===== config.mk =====
export PLATFORM = sky130hd
export DESIGN_NAME = epmp_fetch_seq_flat
export DESIGN_NICKNAME = d
export VERILOG_FILES = /design/src/rtl/epmp_fetch_seq_if.sv /design/src/rtl/epmp_fetch_seq.sv /design/src/flat_wrapper.sv
export SDC_FILE = /design/constraint.sdc
export NUM_CORES = 1
export LEC_CHECK = 0
export ABC_CLOCK_PERIOD_IN_PS = 4290
export CORE_MARGIN = 1.5
export CORE_UTILIZATION = 43
export CTS_CLUSTER_SIZE = 12
export DETAILED_ROUTE_END_ITERATION = 8
export PLACE_DENSITY = 0.87
export SLEW_MARGIN = 20
export SYNTH_ARGS = -nofsm -noshare
export SYNTH_HDL_FRONTEND = slang
export SYNTH_SLANG_ARGS = --single-unit

===== constraint.sdc =====
create_clock -name clk_i -period 4.29 [get_ports clk_i]
set_input_delay 0.858 -clock clk_i [delete_from_list [all_inputs] [get_ports clk_i]]
set_output_delay 0.858 -clock clk_i [all_outputs]
set_load 0.005 [all_outputs]

===== src/rtl/epmp_fetch_seq_if.sv =====
// Program-memory / execute-unit bus of the EPMP fetch sequencer.
// master = sequencer side, slave = memory + execute side.
interface epmp_fetch_seq_if #(
    parameter int PC_W = 8
);
    logic [PC_W-1:0] pm_addr;
    logic            pm_rd;
    logic [7:0]      pm_data;
    logic            IR_Load;
    logic [7:0]      op_arg;
    logic            exec_start;
    logic            exec_done;
    logic            jmp_req;
    logic [PC_W-1:0] jmp_addr;

    modport master (
        output pm_addr, pm_rd, IR_Load, op_arg, exec_start,
        input  pm_data, exec_done, jmp_req, jmp_addr
    );

    modport slave (
        input  pm_addr, pm_rd, IR_Load, op_arg, exec_start,
        output pm_data, exec_done, jmp_req, jmp_addr
    );
endinterface


===== src/rtl/epmp_fetch_seq.sv =====
// EPMP instruction fetch sequencer: owns the PC, fetches opcode (+ operand), hands off to execute.
// Optional breakpoint/halt support is compiled in with EPMP_FETCH_BKPT_EN.
//
// state  | meaning
// S_IDLE | stopped, waiting for run
// S_F1   | opcode read strobe at pc, pc advances
// S_F2   | opcode returned, IR loads, bit 7 selects 2-byte format
// S_A1   | operand read strobe at pc, pc advances
// S_A2   | operand returned, captured into op_arg
// S_EX   | exec_start pulse; same-cycle exec_done finishes the instruction
// S_WAIT | waiting for exec_done
// S_HALT | breakpoint hit, waiting for bkpt_resume (EPMP_FETCH_BKPT_EN only)
module epmp_fetch_seq #(
    parameter int              PC_W      = 8,
    parameter logic [PC_W-1:0] RESET_VEC = '0
) (
    input  logic                    clk_i,
    input  logic                    rst_i,
    input  logic                    run_i,
`ifdef EPMP_FETCH_BKPT_EN
    input  logic [PC_W-1:0]         bkpt_addr_i,
    input  logic                    bkpt_arm_i,
    input  logic                    bkpt_resume_i,
    output logic                    bkpt_hit_o,
`endif
    epmp_fetch_seq_if.master        bus,
    output logic [PC_W-1:0]         pc_o,
    output logic                    busy_o
);

`ifdef EPMP_FETCH_BKPT_EN
    typedef enum logic [2:0] {
        S_IDLE, S_F1, S_F2, S_A1, S_A2, S_EX, S_WAIT, S_HALT
    } state_e;
`else
    typedef enum logic [2:0] {
        S_IDLE, S_F1, S_F2, S_A1, S_A2, S_EX, S_WAIT
    } state_e;
`endif

    state_e          state_q, state_d;
    logic [PC_W-1:0] pc_q, pc_d;
    logic [7:0]      op_arg_q, op_arg_d;
    logic            pm_rd, ir_load, exec_start, end_instr;
`ifdef EPMP_FETCH_BKPT_EN
    logic            skip_q, skip_d;
    logic            bkpt_hit;
`endif

    always_ff @(posedge clk_i) begin
        if (rst_i) begin
            state_q  <= S_IDLE;
            pc_q     <= RESET_VEC;
            op_arg_q <= 8'h00;
`ifdef EPMP_FETCH_BKPT_EN
            skip_q   <= 1'b0;
`endif
        end else begin
            state_q  <= state_d;
            pc_q     <= pc_d;
            op_arg_q <= op_arg_d;
`ifdef EPMP_FETCH_BKPT_EN
            skip_q   <= skip_d;
`endif
        end
    end

    always_comb begin
        state_d    = state_q;
        pc_d       = pc_q;
        op_arg_d   = op_arg_q;
        pm_rd      = 1'b0;
        ir_load    = 1'b0;
        exec_start = 1'b0;
        end_instr  = 1'b0;
`ifdef EPMP_FETCH_BKPT_EN
        skip_d     = skip_q;
        bkpt_hit   = 1'b0;
`endif
        case (state_q)
            S_IDLE: begin
                if (run_i) state_d = S_F1;
            end
            S_F1: begin
                pm_rd   = 1'b1;
                pc_d    = pc_q + PC_W'(1);
                state_d = S_F2;
`ifdef EPMP_FETCH_BKPT_EN
                skip_d  = 1'b0;
`endif
            end
            S_F2: begin
                ir_load = 1'b1;
                state_d = bus.pm_data[7] ? S_A1 : S_EX;
            end
            S_A1: begin
                pm_rd   = 1'b1;
                pc_d    = pc_q + PC_W'(1);
                state_d = S_A2;
            end
            S_A2: begin
                op_arg_d = bus.pm_data;
                state_d  = S_EX;
            end
            S_EX: begin
                exec_start = 1'b1;
                if (bus.exec_done) end_instr = 1'b1;
                else               state_d   = S_WAIT;
            end
            S_WAIT: begin
                if (bus.exec_done) end_instr = 1'b1;
            end
`ifdef EPMP_FETCH_BKPT_EN
            S_HALT: begin
                bkpt_hit = 1'b1;
                if (bkpt_resume_i) begin
                    skip_d  = 1'b1;
                    state_d = S_F1;
                end
            end
`endif
            default: state_d = S_IDLE;
        endcase

        if (end_instr) begin
            if (bus.jmp_req) pc_d = bus.jmp_addr;
            state_d = run_i ? S_F1 : S_IDLE;
        end

`ifdef EPMP_FETCH_BKPT_EN
        // pc_d is the address the upcoming fetch will use (jump already applied)
        if ((state_d == S_F1) && (state_q != S_HALT) && bkpt_arm_i &&
            (pc_d == bkpt_addr_i) && !skip_q) begin
            state_d = S_HALT;
        end
`endif
    end

    // Strobes are masked while reset is held so nothing fires on the reset edge
    assign bus.pm_rd      = pm_rd & ~rst_i;
    assign bus.IR_Load    = ir_load & ~rst_i;
    assign bus.exec_start = exec_start & ~rst_i;
    assign bus.pm_addr    = pc_q;
    assign bus.op_arg     = op_arg_q;
    assign pc_o           = pc_q;
    assign busy_o         = (state_q != S_IDLE);
`ifdef EPMP_FETCH_BKPT_EN
    assign bkpt_hit_o     = bkpt_hit & ~rst_i;
`endif

endmodule


===== src/flat_wrapper.sv =====
// flat-port wrapper written by rule: the top's interface ports become plain ports
module epmp_fetch_seq_flat 
#(
    parameter int              PC_W      = 8,
    parameter logic [PC_W-1:0] RESET_VEC = '0
)
  (clk_i, rst_i, run_i, pc_o, busy_o, bus_pm_addr, bus_pm_rd, bus_IR_Load, bus_op_arg, bus_exec_start, bus_pm_data, bus_exec_done, bus_jmp_req, bus_jmp_addr);
  epmp_fetch_seq_if #(.PC_W(PC_W)) bus_i ();
  input  logic clk_i;
  input  logic rst_i;
  input  logic run_i;
  output logic [PC_W-1:0] pc_o;
  output logic busy_o;
  output wire logic [$bits(bus_i.pm_addr)-1:0] bus_pm_addr;
  output wire logic [$bits(bus_i.pm_rd)-1:0] bus_pm_rd;
  output wire logic [$bits(bus_i.IR_Load)-1:0] bus_IR_Load;
  output wire logic [$bits(bus_i.op_arg)-1:0] bus_op_arg;
  output wire logic [$bits(bus_i.exec_start)-1:0] bus_exec_start;
  input wire logic [$bits(bus_i.pm_data)-1:0] bus_pm_data;
  input wire logic [$bits(bus_i.exec_done)-1:0] bus_exec_done;
  input wire logic [$bits(bus_i.jmp_req)-1:0] bus_jmp_req;
  input wire logic [$bits(bus_i.jmp_addr)-1:0] bus_jmp_addr;
  assign bus_pm_addr = bus_i.pm_addr;
  assign bus_pm_rd = bus_i.pm_rd;
  assign bus_IR_Load = bus_i.IR_Load;
  assign bus_op_arg = bus_i.op_arg;
  assign bus_exec_start = bus_i.exec_start;
  assign bus_i.pm_data = bus_pm_data;
  assign bus_i.exec_done = bus_exec_done;
  assign bus_i.jmp_req = bus_jmp_req;
  assign bus_i.jmp_addr = bus_jmp_addr;
  epmp_fetch_seq #(.PC_W(PC_W), .RESET_VEC(RESET_VEC)) u_core (.clk_i(clk_i), .rst_i(rst_i), .run_i(run_i), .bus(bus_i), .pc_o(pc_o), .busy_o(busy_o));
endmodule

---- Yosys cells after proc, flatten, opt, wreduce, memory -nomap -nowiden ----
Index checks and enable logic that the tools add are counted.
operators by class
  reduce and logical (&&, ||, !) cells .... 5
  add/sub/neg operators ................... 1
  bitwise gates (word level) .............. 4
  equal/unequal tests ..................... 9
  muxes and demuxes ....................... 14
  divide/modulo/power cells ............... 0
  $mul .................................... 0
  shifts and indexed selects .............. 0
  magnitude comparators ................... 0
operator list
  cell                                            count
  two-way mux 8 bit                               3
  case mux 3 bit (7 select lines)                 1
  two-way mux 3 bit                               4
  == test 3 bit (second input constant)           3
  adder 8 x 1 -> 8 bit (second input constant)    1
  == test 3 x 2 -> 1 bit (second input constant)  2
  two-way mux 1 bit                               6
  != test 3 x 2 -> 1 bit (second input constant)  2
  OR reduction 2 bit                              2
  AND 1 bit                                       3
  == test 3 x 1 -> 1 bit (second input constant)  1
  zero test 3 bit                                 1
  AND reduction 3 bit                             1
  nonzero test 3 bit                              1
  != test 2 x 1 -> 1 bit (second input constant)  1
  inverter 1 bit                                  1
storage, ports and cells
  register bits ........................... 19
  output and inout bits ................... 28
  memories kept ........................... 0
  input bits .............................. 21
  memory bits (read-only) ................. 0
  bits in latches ......................... 0
  bits in writable memories ............... 0

---- Logic depth before layout (Yosys ltp) ----
  depth after elaboration ................. 5
  mapped depth ............................ 5
  depth with buffers taken out ............ 4

---- Worst setup path after synthesis ----
No wires, ideal clock.
  path kind ............................... input to output
  from .................................... input port rst_i
  to ...................................... output port bus_IR_Load
  stages on the path ...................... 2
  required time ........................... 3,432 ps
  data arrival time ....................... 1,358 ps
  path slack .............................. 2,074 ps
  path through ............................ buf_1 nor4b_1
between the ends
  word-level cells in the longest chain between the ends .. 2
ends and longest elaborated chain
  item             RTL line               RTL
  start, declared  flat_wrapper.sv:10     input logic rst_i;
  inverter 1 bit   epmp_fetch_seq.sv:141  assign bus.IR_Load = ir_load & ~rst_i;
  AND 1 bit        epmp_fetch_seq.sv:141
  end, declared    flat_wrapper.sv:16     output wire logic [$bits(bus_i.IR_Load)-1:0] bus_IR_Load;
No other way between the ends.

---- Worst setup path in the final report ----
Same ends and word-level chain as after synthesis.

==> impl_summary.txt <==
----------------------------------------------------
[Cells and area]
  Proportion of layout cells with a drive suffix above 1 ... 5.92%
  Final Instance Count excl. Fillers ... 180
  Area of combinational cells with multiple inputs ... 528 um2
  Layout filler cell count ... 191
  Final antenna diode count ... 0
  Number of nets in the finished design ... 175
  Sequential Area ... 380 um2
  Core Util, Final ... 66.7%
  Area delta synth->final ... 46.0%

[Detailed routing]
  DRC violation count after routing ... 0
  Starting DRC count in detailed routing ... 13
  Routed length per instance ... 13.5 um
  Antenna Nets Post-Route ... 0
  Mean number of vias per cell ... 5.51
  1st-pass router iterations ... 4
  Vias after detailed routing ... 992
  Routed wire length ... 2430 um

[Timing]
  Crit path time final ... 3.06 ns
  Peak Freq ... 327 MHz
  # setup viols final ... 0
  Final hold slack ... 0.510 ns
  Fin crit share ... 71.3%
  Worst slew pin tran ... 0.546 ns
  Pins Over Slew Limit ... 0
  Final hold violation count ... 0
  RSZ-0062 raised after global routing ... no
  Worst max-slew margin expressed relative to the limit ... 63.6%
  Setup skew after layout ... 0.00130 ns
  Post-route setup TNS ... 0 ns

[Die]
  Floorplan die area ... 2650 um2
  Core Box Area ... 2210 um2
  Width of the die ... 51.5 um
  Top-Level Pins ... 49
  Die Y-Extent ... 51.5 um
  Number of placement rows ... 17
  Initial cell density of the core ... 45.7%

[Yosys]
  Synthesized net count ... 135
  Dominant cell by count in the synthesized netlist ... sky130_fd_sc_hd__dfxtp_1
  Ys flop type ... sky130_fd_sc_hd__dfxtp_1
  Netlist cell types ... 36
  Area leader, netlist ... sky130_fd_sc_hd__dfxtp_1
  Syn Area/Cell ... 8.95 um2
  Post-synth top cells ... sky130_fd_sc_hd__dfxtp_1 (19), sky130_fd_sc_hd__nor2_1 (11), sky130_fd_sc_hd__mux2i_1 (9)
  Proportion of netlist area held by the largest area contributor ... 37.6%
  Number of warnings reported in the yosys synthesis log ... 0
  Cell count after synthesis ... 113
  Post-synth ARST share ... 0%
  Share of the yosys chip area belonging to registers ... 37.6%
  Top cells by area, synth ... sky130_fd_sc_hd__dfxtp_1 (38%), sky130_fd_sc_hd__mux2i_1 (8.9%), sky130_fd_sc_hd__buf_4 (5.9%), sky130_fd_sc_hd__nor2_1 (4.1%), sky130_fd_sc_hd__nor3_1 (4.0%)
  Summed instance area of the synthesized netlist ... 1010 um2
  Number of synthesized flops with an enable pin ... 0
  Number of synthesized register bits ... 19

[GRT]
  Pin count of the biggest net entering global routing ... 21
  Wire length of the first global-routing pass ... 3860 um
  Via count of the first global-routing pass ... 895
  Total routing resource utilization after global routing ... 19.3%
  Initial antenna violation count ... 0
  Remaining global-route overflow ... 0

[Worst hold path]
  Classification of the worst-slack hold path ... flop to flop

[CTS]
  Level count of the clock H-tree ... 1
  Clock slew at the register clock pins of the worst setup and hold paths ... 0.11 ns
  Longest Clk Path Bufs ... 2
  Post-CTS repair timing setup buffer count ... 0
  Post_cts resized ... 0
  Post-cts hold buffer count ... 0
  Clock tree from TritonCTS ... built
  Root buffer selected by CTS ... sky130_fd_sc_hd__clkbuf_4
  Sinks on the clock net ... 19
  Worst skew pair latency ... 0.30 ns
  Number of clock buffers inserted by TritonCTS ... 3

[Worst setup path]
  Type of origin of the critical path ... primary input
  Crit-path slowest cell ... sky130_fd_sc_hd__clkdlybuf4s50_1
  Crit-path leading delay family ... buffers and inverters
  Required time reported for the critical path endpoint ... 3.43 ns
  Most frequent cell on the critical path ... sky130_fd_sc_hd__clkdlybuf4s50_1
  Crit-path max cell delay ... 0.59 ns
  Cell Chain, Critical Path ... clkdlybuf4s50_1 > nor4b_1 > clkdlybuf4s50_1
  Arrival time of the worst setup path ... 2.20 ns
  Endpoint class of the critical path ... output port
  Worst-path fanout max ... 3
  Number of buffer and inverter stages on the critical path ... 2
  WS Path Type ... primary input to output port

[Flow run]
  Number of violations of the max-capacitance limit ... 0

[Placed design]
  Routability congestion estimate ... 0.786
  Number of buffers inserted by port buffering ... 48
  Post-DP HPWL ... 1750 um
  Number of placed instances with taps included ... 176

[Pwr]
  Worst supply voltage drop on vdd ... 0.212 mV
  Standby leakage power ... 0.482 nW
  Total power density per cell area ... 275 nW/um2
  Post-layout total power ... 0.406 mW

[Outcome]
  Result of the run ... finished clean

----------------------------------------------------
cell families after synthesis:
kind of cell / share of synthesized area [%]
adders and majority gates: 1.24
buffers and inverters: 10.1
and+or+nand+nor: 21.8
DFF: 37.6
AOI/OAI and AO/OA: 17.0
xor gates and xnor gates: 3.34
muxes: 8.91
final cells by class:
cell class                      count  area share [%]
Inverter                            3           0.763
Clock buffer                        4            1.78
Tap cell                           28            2.37
Multi-Input combinational cell     76            35.8
Timing Repair Buffer               50            33.6
Sequential cell                    19            25.8
path summary, 6_finish.rpt:
| check | depth (start not counted) | end | slack [ns] | startpoint |
|---|---|---|---|---|
| setup / recovery | 3 | bus_IR_Load | 1.23 | rst_i |
| hold / removal | 2 | u_core.bus.op_arg[7] | 0.51 | u_core.bus.op_arg[7] |
| setup reg to reg | 3 | u_core.bus.pm_addr[5] | 2.51 | u_core.state_q[0] |
| hold reg to reg | 2 | u_core.bus.op_arg[7] | 0.51 | u_core.bus.op_arg[7] |
state kept, by name, summed over array words and instances (netlist names):
name and flops:
u_core.state_q 3, u_core.bus.pm_addr 8, u_core.bus.op_arg 8
worst register-to-register path: cells and delay by family, from the launching register on:
family          cells  cell delay [ns]
flops               1             0.68
simple gates        2             0.76
compound gates      1             0.27
where the power goes:
group          total [mW]  switching [mW]  internal, mW
Sequential          0.207          0.0197         0.187
Clock              0.0941          0.0578        0.0363
Combinational       0.104          0.0391        0.0654
Total               0.406           0.117         0.289
through the flow:
stage	area [um2]	setup slack, ns
finish	1480	1.23
CTS	1480	1.20
detailed placement	1450	1.22
global route	1480	1.15
global placement	1450	1.25
floorplan	1010	2.07
placed cells by master, fill, tap and decap left out:
cell	count
sky130_fd_sc_hd__a2111oi_0	1
sky130_fd_sc_hd__a211o_1	1
sky130_fd_sc_hd__a211oi_1	3
sky130_fd_sc_hd__a21o_1	1
sky130_fd_sc_hd__a21oi_1	2
sky130_fd_sc_hd__a311oi_1	3
sky130_fd_sc_hd__a311oi_2	2
sky130_fd_sc_hd__buf_4	2
sky130_fd_sc_hd__clkbuf_1	1
sky130_fd_sc_hd__clkbuf_4	3
sky130_fd_sc_hd__clkdlybuf4s50_1	48
sky130_fd_sc_hd__dfxtp_1	19
sky130_fd_sc_hd__ha_1	1
sky130_fd_sc_hd__inv_1	3
sky130_fd_sc_hd__mux2i_1	9
sky130_fd_sc_hd__nand2_1	5
sky130_fd_sc_hd__nand2b_1	1
sky130_fd_sc_hd__nand3_1	3
sky130_fd_sc_hd__nand3b_1	1
sky130_fd_sc_hd__nand3b_2	1
sky130_fd_sc_hd__nand4_1	1
sky130_fd_sc_hd__nand4b_1	1
sky130_fd_sc_hd__nor2_1	11
sky130_fd_sc_hd__nor3_1	8
sky130_fd_sc_hd__nor3b_1	1
sky130_fd_sc_hd__nor4b_1	2
sky130_fd_sc_hd__o211ai_1	1
sky130_fd_sc_hd__o21a_1	1
sky130_fd_sc_hd__o21ai_0	4
sky130_fd_sc_hd__o21bai_1	1
sky130_fd_sc_hd__o31ai_1	2
sky130_fd_sc_hd__or2_1	1
sky130_fd_sc_hd__or3_1	3
sky130_fd_sc_hd__or4_1	2
sky130_fd_sc_hd__xnor2_2	1
sky130_fd_sc_hd__xor2_1	2
routing by layer:
| layer | track usage [%] | share of wire [%] | up-vias |
|---|---|---|---|
| li1 | - | - | 482 |
| met1 | 21.9 | 43 | 460 |
| met2 | 33.8 | 47 | 45 |
| met3 | 3.45 | 7.4 | 5 |
| met4 | 11.4 | 2.2 | 0 |
| met5 | 0 | 0 | - |
Note: power is estimated with default switching activity, not from simulation.
